===== config.mk =====
export PLATFORM = sky130hd
export DESIGN_NAME = core_input_buf
export DESIGN_NICKNAME = d
export VERILOG_FILES = /design/src/rtl/core_input_buf_pkg.sv /design/src/rtl/core_input_slot_fsm.sv /design/src/rtl/core_input_buf.sv
export SDC_FILE = /design/constraint.sdc
export NUM_CORES = 2
export LEC_CHECK = 0
export CAP_MARGIN = 15
export CORE_MARGIN = 5
export CORE_UTILIZATION = 40
export CTS_CLUSTER_DIAMETER = 60
export DETAILED_ROUTE_END_ITERATION = 7
export HOLD_SLACK_MARGIN = 0.15
export SYNTH_ARGS = -nofsm -noshare
export SYNTH_HDL_FRONTEND = slang
export SYNTH_SLANG_ARGS = --single-unit

===== constraint.sdc =====
create_clock -name CLK -period 3.5 [get_ports CLK]
set_input_delay 0.525 -clock CLK [delete_from_list [all_inputs] [get_ports CLK]]
set_output_delay 0.525 -clock CLK [all_outputs]
set_load 0.02 [all_outputs]

===== src/rtl/core_input_buf_pkg.sv =====
// core_input_buf_pkg
//   Shared definitions for the core input buffer: slot state encodings,
//   block geometry, operation-code width and the {ctx,seq} slot-index helper.
//   Optional feature macro: CORE_INPUT_ERR_EN (consumed by the files that
//   import this package; nothing here depends on it).
package core_input_buf_pkg;

  // Width of the block operation code is BLK_OP_MSB+1.
  localparam int BLK_OP_MSB  = 3;
  localparam int BLOCK_WORDS = 16;
  localparam int NUM_SLOTS   = 4;

  typedef enum logic [1:0] {
    SLOT_EMPTY = 2'd0,
    SLOT_FILL  = 2'd1,
    SLOT_FULL  = 2'd2,
    SLOT_BUSY  = 2'd3
  } slot_state_e;

  // Slot index is {ctx, seq}; ctx is the upper bit.
  function automatic logic [1:0] slot_idx(input logic ctx, input logic seq);
    return {ctx, seq};
  endfunction

endpackage


===== src/rtl/core_input_slot_fsm.sv =====
// core_input_slot_fsm
//   Per-slot fill/claim state machine plus the slot's blk_op register.
//   Optional feature macro: CORE_INPUT_ERR_EN adds an expected-address
//   counter and a one-cycle protocol-error event output.
// Ports:
//   clk, rst           clock, asynchronous active-high reset
//   wr_hit_i           write strobe addressed to this slot
//   last_i             the write carries the final word of the block
//   wr_addr_i          word index of the write (error build only)
//   blk_op_i           operation code captured on the final word
//   rd_start_hit_i     claim request addressed to this slot
//   rd_done_hit_i      release request addressed to this slot
//   state_o            current slot state
//   wr_accept_o        this cycle's write may be stored in memory
//   blk_op_o           operation code of the last completed block
//   err_event_o        protocol violation this cycle (error build only)
module core_input_slot_fsm
  import core_input_buf_pkg::*;
#(
  parameter int BLK_OP_WIDTH = BLK_OP_MSB + 1
) (
  input  logic                    clk,
  input  logic                    rst,
  input  logic                    wr_hit_i,
  input  logic                    last_i,
`ifdef CORE_INPUT_ERR_EN
  input  logic [3:0]              wr_addr_i,
`endif
  input  logic [BLK_OP_WIDTH-1:0] blk_op_i,
  input  logic                    rd_start_hit_i,
  input  logic                    rd_done_hit_i,
  output slot_state_e             state_o,
  output logic                    wr_accept_o,
`ifdef CORE_INPUT_ERR_EN
  output logic                    err_event_o,
`endif
  output logic [BLK_OP_WIDTH-1:0] blk_op_o
);

  slot_state_e             state_q, state_d;
  logic [BLK_OP_WIDTH-1:0] blk_op_q, blk_op_d;
  logic                    wr_accept;

  // Only an EMPTY or FILL slot takes data; anything else is dropped.
  assign wr_accept = wr_hit_i && ((state_q == SLOT_EMPTY) || (state_q == SLOT_FILL));

  always_comb begin
    state_d  = state_q;
    blk_op_d = blk_op_q;
    case (state_q)
      SLOT_EMPTY: if (wr_hit_i) state_d = last_i ? SLOT_FULL : SLOT_FILL;
      SLOT_FILL:  if (wr_hit_i && last_i) state_d = SLOT_FULL;
      SLOT_FULL:  if (rd_start_hit_i) state_d = SLOT_BUSY;
      SLOT_BUSY:  if (rd_done_hit_i) state_d = SLOT_EMPTY;
      default:    state_d = SLOT_EMPTY;
    endcase
    if (wr_accept && last_i) blk_op_d = blk_op_i;
  end

  always_ff @(posedge clk or posedge rst) begin
    if (rst) begin
      state_q  <= SLOT_EMPTY;
      blk_op_q <= '0;
    end else begin
      state_q  <= state_d;
      blk_op_q <= blk_op_d;
    end
  end

  assign state_o     = state_q;
  assign wr_accept_o = wr_accept;
  assign blk_op_o    = blk_op_q;

`ifdef CORE_INPUT_ERR_EN
  logic [3:0] cnt_q, cnt_d;
  logic       err_event;
  logic       start_ok, done_ok;

  assign start_ok = rd_start_hit_i && (state_q == SLOT_FULL);
  assign done_ok  = rd_done_hit_i  && (state_q == SLOT_BUSY);

  always_comb begin
    cnt_d     = cnt_q;
    err_event = 1'b0;
    if (wr_accept) begin
      if (wr_addr_i != cnt_q) err_event = 1'b1;
      if (last_i) begin
        cnt_d = '0;
        if (wr_addr_i != 4'(BLOCK_WORDS - 1)) err_event = 1'b1;
      end else begin
        cnt_d = cnt_q + 4'd1;
      end
    end
    if (wr_hit_i && !wr_accept) err_event = 1'b1;
    // A start/done pair shares one selector, so exactly one of them can be
    // legal; the cycle is only an error when neither request applies.
    if ((rd_start_hit_i || rd_done_hit_i) && !(start_ok || done_ok)) err_event = 1'b1;
  end

  always_ff @(posedge clk or posedge rst) begin
    if (rst) cnt_q <= '0;
    else     cnt_q <= cnt_d;
  end

  assign err_event_o = err_event;
`endif

endmodule


===== src/rtl/core_input_buf.sv =====
// core_input_buf
//   Core-side receiver for 16-word message blocks. Four thread slots
//   ({ctx,seq}) share one 64-word memory; each slot has its own fill/claim
//   state machine. The MD5 engine claims FULL slots, reads words at random
//   and releases them.
//   Optional feature macro: CORE_INPUT_ERR_EN adds the sticky err output.
// Ports:
//   CLK, RST                      clock, asynchronous active-high reset
//   core_wr_en/core_wr_addr/din   word write from the distribution stage
//   core_input_ctx/core_input_seq target slot of the write
//   core_blk_op, set_input_ready  block op code / final-word marker
//   slot_free, slot_ready         registered per-slot EMPTY / FULL flags
//   rd_start, rd_done             claim a FULL slot / release a BUSY slot
//   rd_ctx, rd_seq                slot selector for claim, release and read
//   rd_en, rd_addr, dout          registered word read port
//   rd_blk_op                     op code of the most recently claimed slot
//   err                           sticky protocol error (error build only)
module core_input_buf
  import core_input_buf_pkg::*;
#(
  parameter int DATA_WIDTH   = 32,
  parameter int BLK_OP_WIDTH = BLK_OP_MSB + 1
) (
  input  logic                    CLK,
  input  logic                    RST,
  input  logic                    core_wr_en,
  input  logic [3:0]              core_wr_addr,
  input  logic [DATA_WIDTH-1:0]   din,
  input  logic                    core_input_ctx,
  input  logic                    core_input_seq,
  input  logic [BLK_OP_WIDTH-1:0] core_blk_op,
  input  logic                    set_input_ready,
  output logic [3:0]              slot_free,
  output logic [3:0]              slot_ready,
  input  logic                    rd_start,
  input  logic                    rd_done,
  input  logic                    rd_ctx,
  input  logic                    rd_seq,
  input  logic                    rd_en,
  input  logic [3:0]              rd_addr,
  output logic [DATA_WIDTH-1:0]   dout,
`ifdef CORE_INPUT_ERR_EN
  output logic                    err,
`endif
  output logic [BLK_OP_WIDTH-1:0] rd_blk_op
);

  localparam int MEM_DEPTH = NUM_SLOTS * BLOCK_WORDS;

  logic [DATA_WIDTH-1:0]   mem [MEM_DEPTH];
  logic [1:0]              wr_slot, rd_slot;
  slot_state_e             slot_state [NUM_SLOTS];
  logic [BLK_OP_WIDTH-1:0] slot_blk_op [NUM_SLOTS];
  logic [NUM_SLOTS-1:0]    wr_accept;
`ifdef CORE_INPUT_ERR_EN
  logic [NUM_SLOTS-1:0]    err_event;
  logic                    err_q;
`endif
  logic [DATA_WIDTH-1:0]   dout_q;
  logic [BLK_OP_WIDTH-1:0] rd_blk_op_q;
  logic [3:0]              slot_free_q, slot_free_d;
  logic [3:0]              slot_ready_q, slot_ready_d;

  assign wr_slot = slot_idx(core_input_ctx, core_input_seq);
  assign rd_slot = slot_idx(rd_ctx, rd_seq);

  for (genvar gi = 0; gi < NUM_SLOTS; gi++) begin : g_slot
    core_input_slot_fsm #(
      .BLK_OP_WIDTH(BLK_OP_WIDTH)
    ) u_fsm (
      .clk           (CLK),
      .rst           (RST),
      .wr_hit_i      (core_wr_en && (wr_slot == 2'(gi))),
      .last_i        (set_input_ready),
`ifdef CORE_INPUT_ERR_EN
      .wr_addr_i     (core_wr_addr),
      .err_event_o   (err_event[gi]),
`endif
      .blk_op_i      (core_blk_op),
      .rd_start_hit_i(rd_start && (rd_slot == 2'(gi))),
      .rd_done_hit_i (rd_done && (rd_slot == 2'(gi))),
      .state_o       (slot_state[gi]),
      .wr_accept_o   (wr_accept[gi]),
      .blk_op_o      (slot_blk_op[gi])
    );
  end

  // Block memory: no reset, one write and one registered read port.
  always_ff @(posedge CLK) begin
    if (|wr_accept) mem[{wr_slot, core_wr_addr}] <= din;
  end

  always_ff @(posedge CLK or posedge RST) begin
    if (RST)        dout_q <= '0;
    else if (rd_en) dout_q <= mem[{rd_slot, rd_addr}];
  end

  always_comb begin
    slot_free_d  = '0;
    slot_ready_d = '0;
    for (int i = 0; i < NUM_SLOTS; i++) begin
      slot_free_d[i]  = (slot_state[i] == SLOT_EMPTY);
      slot_ready_d[i] = (slot_state[i] == SLOT_FULL);
    end
  end

  always_ff @(posedge CLK or posedge RST) begin
    if (RST) begin
      slot_free_q  <= 4'hF;
      slot_ready_q <= 4'h0;
      rd_blk_op_q  <= '0;
    end else begin
      slot_free_q  <= slot_free_d;
      slot_ready_q <= slot_ready_d;
      if (rd_start && (slot_state[rd_slot] == SLOT_FULL))
        rd_blk_op_q <= slot_blk_op[rd_slot];
    end
  end

`ifdef CORE_INPUT_ERR_EN
  always_ff @(posedge CLK or posedge RST) begin
    if (RST) err_q <= 1'b0;
    else     err_q <= err_q | (|err_event);
  end
  assign err = err_q;
`endif

  assign dout       = dout_q;
  assign rd_blk_op  = rd_blk_op_q;
  assign slot_free  = slot_free_q;
  assign slot_ready = slot_ready_q;

endmodule

==> impl_summary.log <==
INFO  metric post_synthesis_sequential_element_count = 2116
INFO  metric cp_top_family = simple AND/OR/NAND/NOR gates
INFO  metric gpl.final_weighted_congestion = a little under 0.9
INFO  metric layoutNonFillerInstCount = about 7300
INFO  metric critPathArrivalTime = 3.71 ns
INFO  metric drt-vias-per-instance = 5.80
INFO  metric route.final.wire_length = around 230000 um
INFO  metric initial_utilization = 40.1%
INFO  metric rsz_0062_raised_after_global_routing = no
INFO  metric critical_path.startpoint_type = flop
INFO  metric syn_nets = 4078
INFO  metric first_pass_grt_wire_length = 322000 um
INFO  metric worst_skew_pair.late_latency = 0.88 ns
INFO  metric timing.critical_path.slowest_stage_cell = sky130_fd_sc_hd__nor2_4
INFO  metric crit_path_max_fanout = 32
INFO  metric detail_route.iter0.violations = slightly below 5000
INFO  metric worst_hold_startpoint = din[14]
INFO  metric final.min_clock_period = 3.29 ns
INFO  metric die_x_extent = 463 um
INFO  metric netlist_area = 0.0820 mm2
INFO  metric fin_crit_sh = between 90% and 100%
INFO  metric htree_num_levels = 4
INFO  metric syn_to_final_growth = 17.3%
INFO  metric nNetsFinal = 4520
INFO  metric die_h = between 400 and 500 um
INFO  metric cts_root_buf = sky130_fd_sc_hd__clkbuf_16
INFO  metric post_drt_wl_per_cell = 31.2 um
INFO  metric synth-seq-area-share = between 70 and 80%
INFO  metric timing.rr.start = g_slot[3].u_fsm.state_o[1]
INFO  metric coreArea = 0.204 mm2
INFO  metric hold_viol_final = 0
INFO  metric number_of_library_cell_types_mapped_by_synthesis = 61
INFO  metric cp_cell_sequence = inv_1, ha_1, nor3b_1, o32ai_1, a21oi_1, nor2_1, buf_4, nand2_1, buf_4, nor2_4
INFO  metric pin_count_of_the_biggest_net_entering_global_routing = 69
INFO  metric tightest_slew = 1.18 ns
INFO  metric place.port_buffers = 98
INFO  metric cts-root-to-sink-buffers = 3
INFO  metric num_vias = 42400
INFO  metric tritoncts = yes
INFO  metric hold_class = in2reg
INFO  metric path_clk_slew = 0.06 ns
INFO  metric setup.worst_path.class = reg2reg
INFO  metric cts_repair_resize_count = 0
INFO  metric totalPowerFinal = 54.7 mW
INFO  metric finalSetupViolCount = 0
INFO  metric synth_async_sr_flop_share = 3.21%
INFO  metric fin_hold_ws = 0.203 ns
INFO  metric critical_path.most_common_cell = sky130_fd_sc_hd__buf_4
INFO  metric io_pins = just under 100
INFO  metric final_layout_size_suffix_gt1_share = 22.7%
INFO  metric power.density_cell_area = approximately 570 mW/mm2
INFO  metric drt_pre_antenna_iters = 5
INFO  metric antenna_violations_before_repair = 15
INFO  metric drt_drc_violations_left = 0
INFO  metric synthFlopType = sky130_fd_sc_hd__edfxtp_1
INFO  metric syn-mean-instance-area = 20.5 um2
INFO  metric crit_buf_inv = 3
INFO  metric max_cap_violations = 0
INFO  metric cts-buffers-inserted = 214
INFO  metric post-dp-hpwl = ~140000 um
INFO  metric post_synth_inst_count = 4007
INFO  metric grt_remaining_overflow = 0
INFO  metric antenna_violating_nets_post_route = 0
INFO  metric status = finished, final reports clean
INFO  metric grt_pass1_vias = about 42000
INFO  metric floorplan.rows = 166
INFO  metric filler_cell_count = 16900
INFO  metric setup_total_negative_slack = 0 ns
INFO  metric synth-edff-count = 2048
INFO  metric clock.fmax = 304 MHz
INFO  metric cpPeakStageDelay = approximately 0.85 ns
INFO  metric crit_path_end_kind = flop
INFO  metric cp-startpoint = g_slot[3].u_fsm.state_o[1]
INFO  metric synth-warning-count = 0
INFO  metric slew_viol_final = 0
INFO  metric fin_skew = 0.0628 ns
INFO  metric gr-usage-all-layers = a little over a fifth
INFO  metric leakagePower = 31.7 nW
INFO  metric max-vdd-ir-drop = between 400 and 500 uV
INFO  metric post-place-cells = 6915
INFO  metric clock-sinks = 2116
INFO  metric worst-endpoint-required = between 3 and 4 ns
INFO  metric die-area = 0.214 mm2
INFO  metric timing.max_slew.rel_slack = 19.4%
==> sequential cells by signal (all words and copies together), names as in the netlist <==
name and count:
mem 2048, dout 32, g_slot.u_fsm.state_o 8, slot_ready 4, rd_blk_op 4, slot_free 4
g_slot.u_fsm.blk_op_o 16
==> layout make-up <==
type | count | area, um2 | area share (%)
Clock inverter | 107 | 1160 | 1.20
Antenna cell | 3 | 7.51 | 0.00781
Inverter | 13 | 50.0 | 0.0520
Clock buffer | 279 | 5690 | 5.92
Tap cell | 2688 | 3360 | 3.50
Sequential cell | 2116 | 63200 | 65.7
Multi-Input combinational cell | 1654 | 17800 | 18.5
Timing Repair Buffer | 450 | 4890 | 5.08
==> synthesized netlist by cell type (16+ instances only) <==
cell	n	area (um2)
sky130_fd_sc_hd__dfrtp_1	64	1600
sky130_fd_sc_hd__o21ai_0	31	155
sky130_fd_sc_hd__nand2_1	52	195
sky130_fd_sc_hd__nor2_1	122	458
sky130_fd_sc_hd__buf_6	20	225
sky130_fd_sc_hd__edfxtp_1	2048	61500
sky130_fd_sc_hd__a22oi_1	208	1560
sky130_fd_sc_hd__o22ai_1	29	181
sky130_fd_sc_hd__mux2i_1	517	5170
sky130_fd_sc_hd__a21oi_1	35	175
sky130_fd_sc_hd__ha_1	16	200
sky130_fd_sc_hd__a221oi_1	56	490
sky130_fd_sc_hd__clkbuf_1	69	259
sky130_fd_sc_hd__mux4_2	269	6060
sky130_fd_sc_hd__mux4_1	22	578
sky130_fd_sc_hd__nand3_1	89	445
sky130_fd_sc_hd__buf_1	16	60.1
sky130_fd_sc_hd__buf_2	75	375
sky130_fd_sc_hd__buf_4	25	188
sky130_fd_sc_hd__mux2_2	20	225
==> metal layers <==
metal | share of wire [%] | vias up | routed length (um) | GRT usage, %
met5 | 0.0092 | - | 21 | 0
met4 | 2.7 | 4 | 6140 | 5.64
met3 | 8.3 | 299 | 19000 | 3.78
met2 | 47 | 1811 | 107000 | 32.9
met1 | 42 | 22700 | 95300 | 30.2
li1 | - | 17600 | - | -
==> where the power goes <==
part / leakage [nW] / total (mW) / switching, mW / internal [mW]
Clock: 3.30 / 22.2 / 9.80 / 12.4
Sequential: 19.2 / 28.4 / 0.256 / 28.2
Combinational: 9.14 / 4.12 / 2.50 / 1.61
==> logic make-up (layout without fill, tap and decap cells) <==
family,after synthesis,count (layout),share of synthesized area (%)
multiplexers,828,828,14.7
flip-flops,2116,2116,77.1
adder cells (fa/ha/maj),16,16,0.244
other,0,3,0
AO/OA/AOI/OAI,466,466,4.20
AND/OR/NAND/NOR,344,344,1.97
buffers and inverters,237,849,1.83
==> worst paths after layout <==
path	end	slack [ns]	cells past startpoint
max in group asynchronous	slot_free[1]	2.27	4
worst min-delay path	mem[23][14]	0.20	2
worst max-delay path	mem[40][26]	0.21	10
worst max register to register	mem[40][26]	0.21	10
worst min register to register	g_slot[2].u_fsm.blk_op_o[2]	0.50	1
min in group asynchronous	dout[18]	0.49	3
==> through the flow <==
step | cell area [um2] | util, % | setup slack [ns]
after CTS | 96200 | 47.1 | 0.107
after floorplan | 82000 | - | 0.0227
after detailed placement | 89300 | 43.7 | -0.233
after global placement | 89200 | 43.7 | -0.351
final | 96200 | 47.1 | 0.214
after global routing | 96200 | 47.1 | 0.0647
==> timing repair <==
| item | CTS | global route |
|---|---|---|
| hold buffers | 6 | 0 |
| buffers inserted | 0 | 0 |
| endpoints found under the hold margin | 63 | 0 |
==> cell usage in the layout (no fill, tap or decap), types with 64 or more instances in the layout <==
cell and n:
sky130_fd_sc_hd__buf_12 112, sky130_fd_sc_hd__dfrtp_1 64, sky130_fd_sc_hd__clkbuf_16 214, sky130_fd_sc_hd__edfxtp_1 2048, sky130_fd_sc_hd__mux4_2 269, sky130_fd_sc_hd__nor2_4 66
sky130_fd_sc_hd__nand3_1 89, sky130_fd_sc_hd__a22oi_1 208, sky130_fd_sc_hd__buf_4 239, sky130_fd_sc_hd__mux2i_1 517
Note: power is estimated with default switching activity, not from simulation.
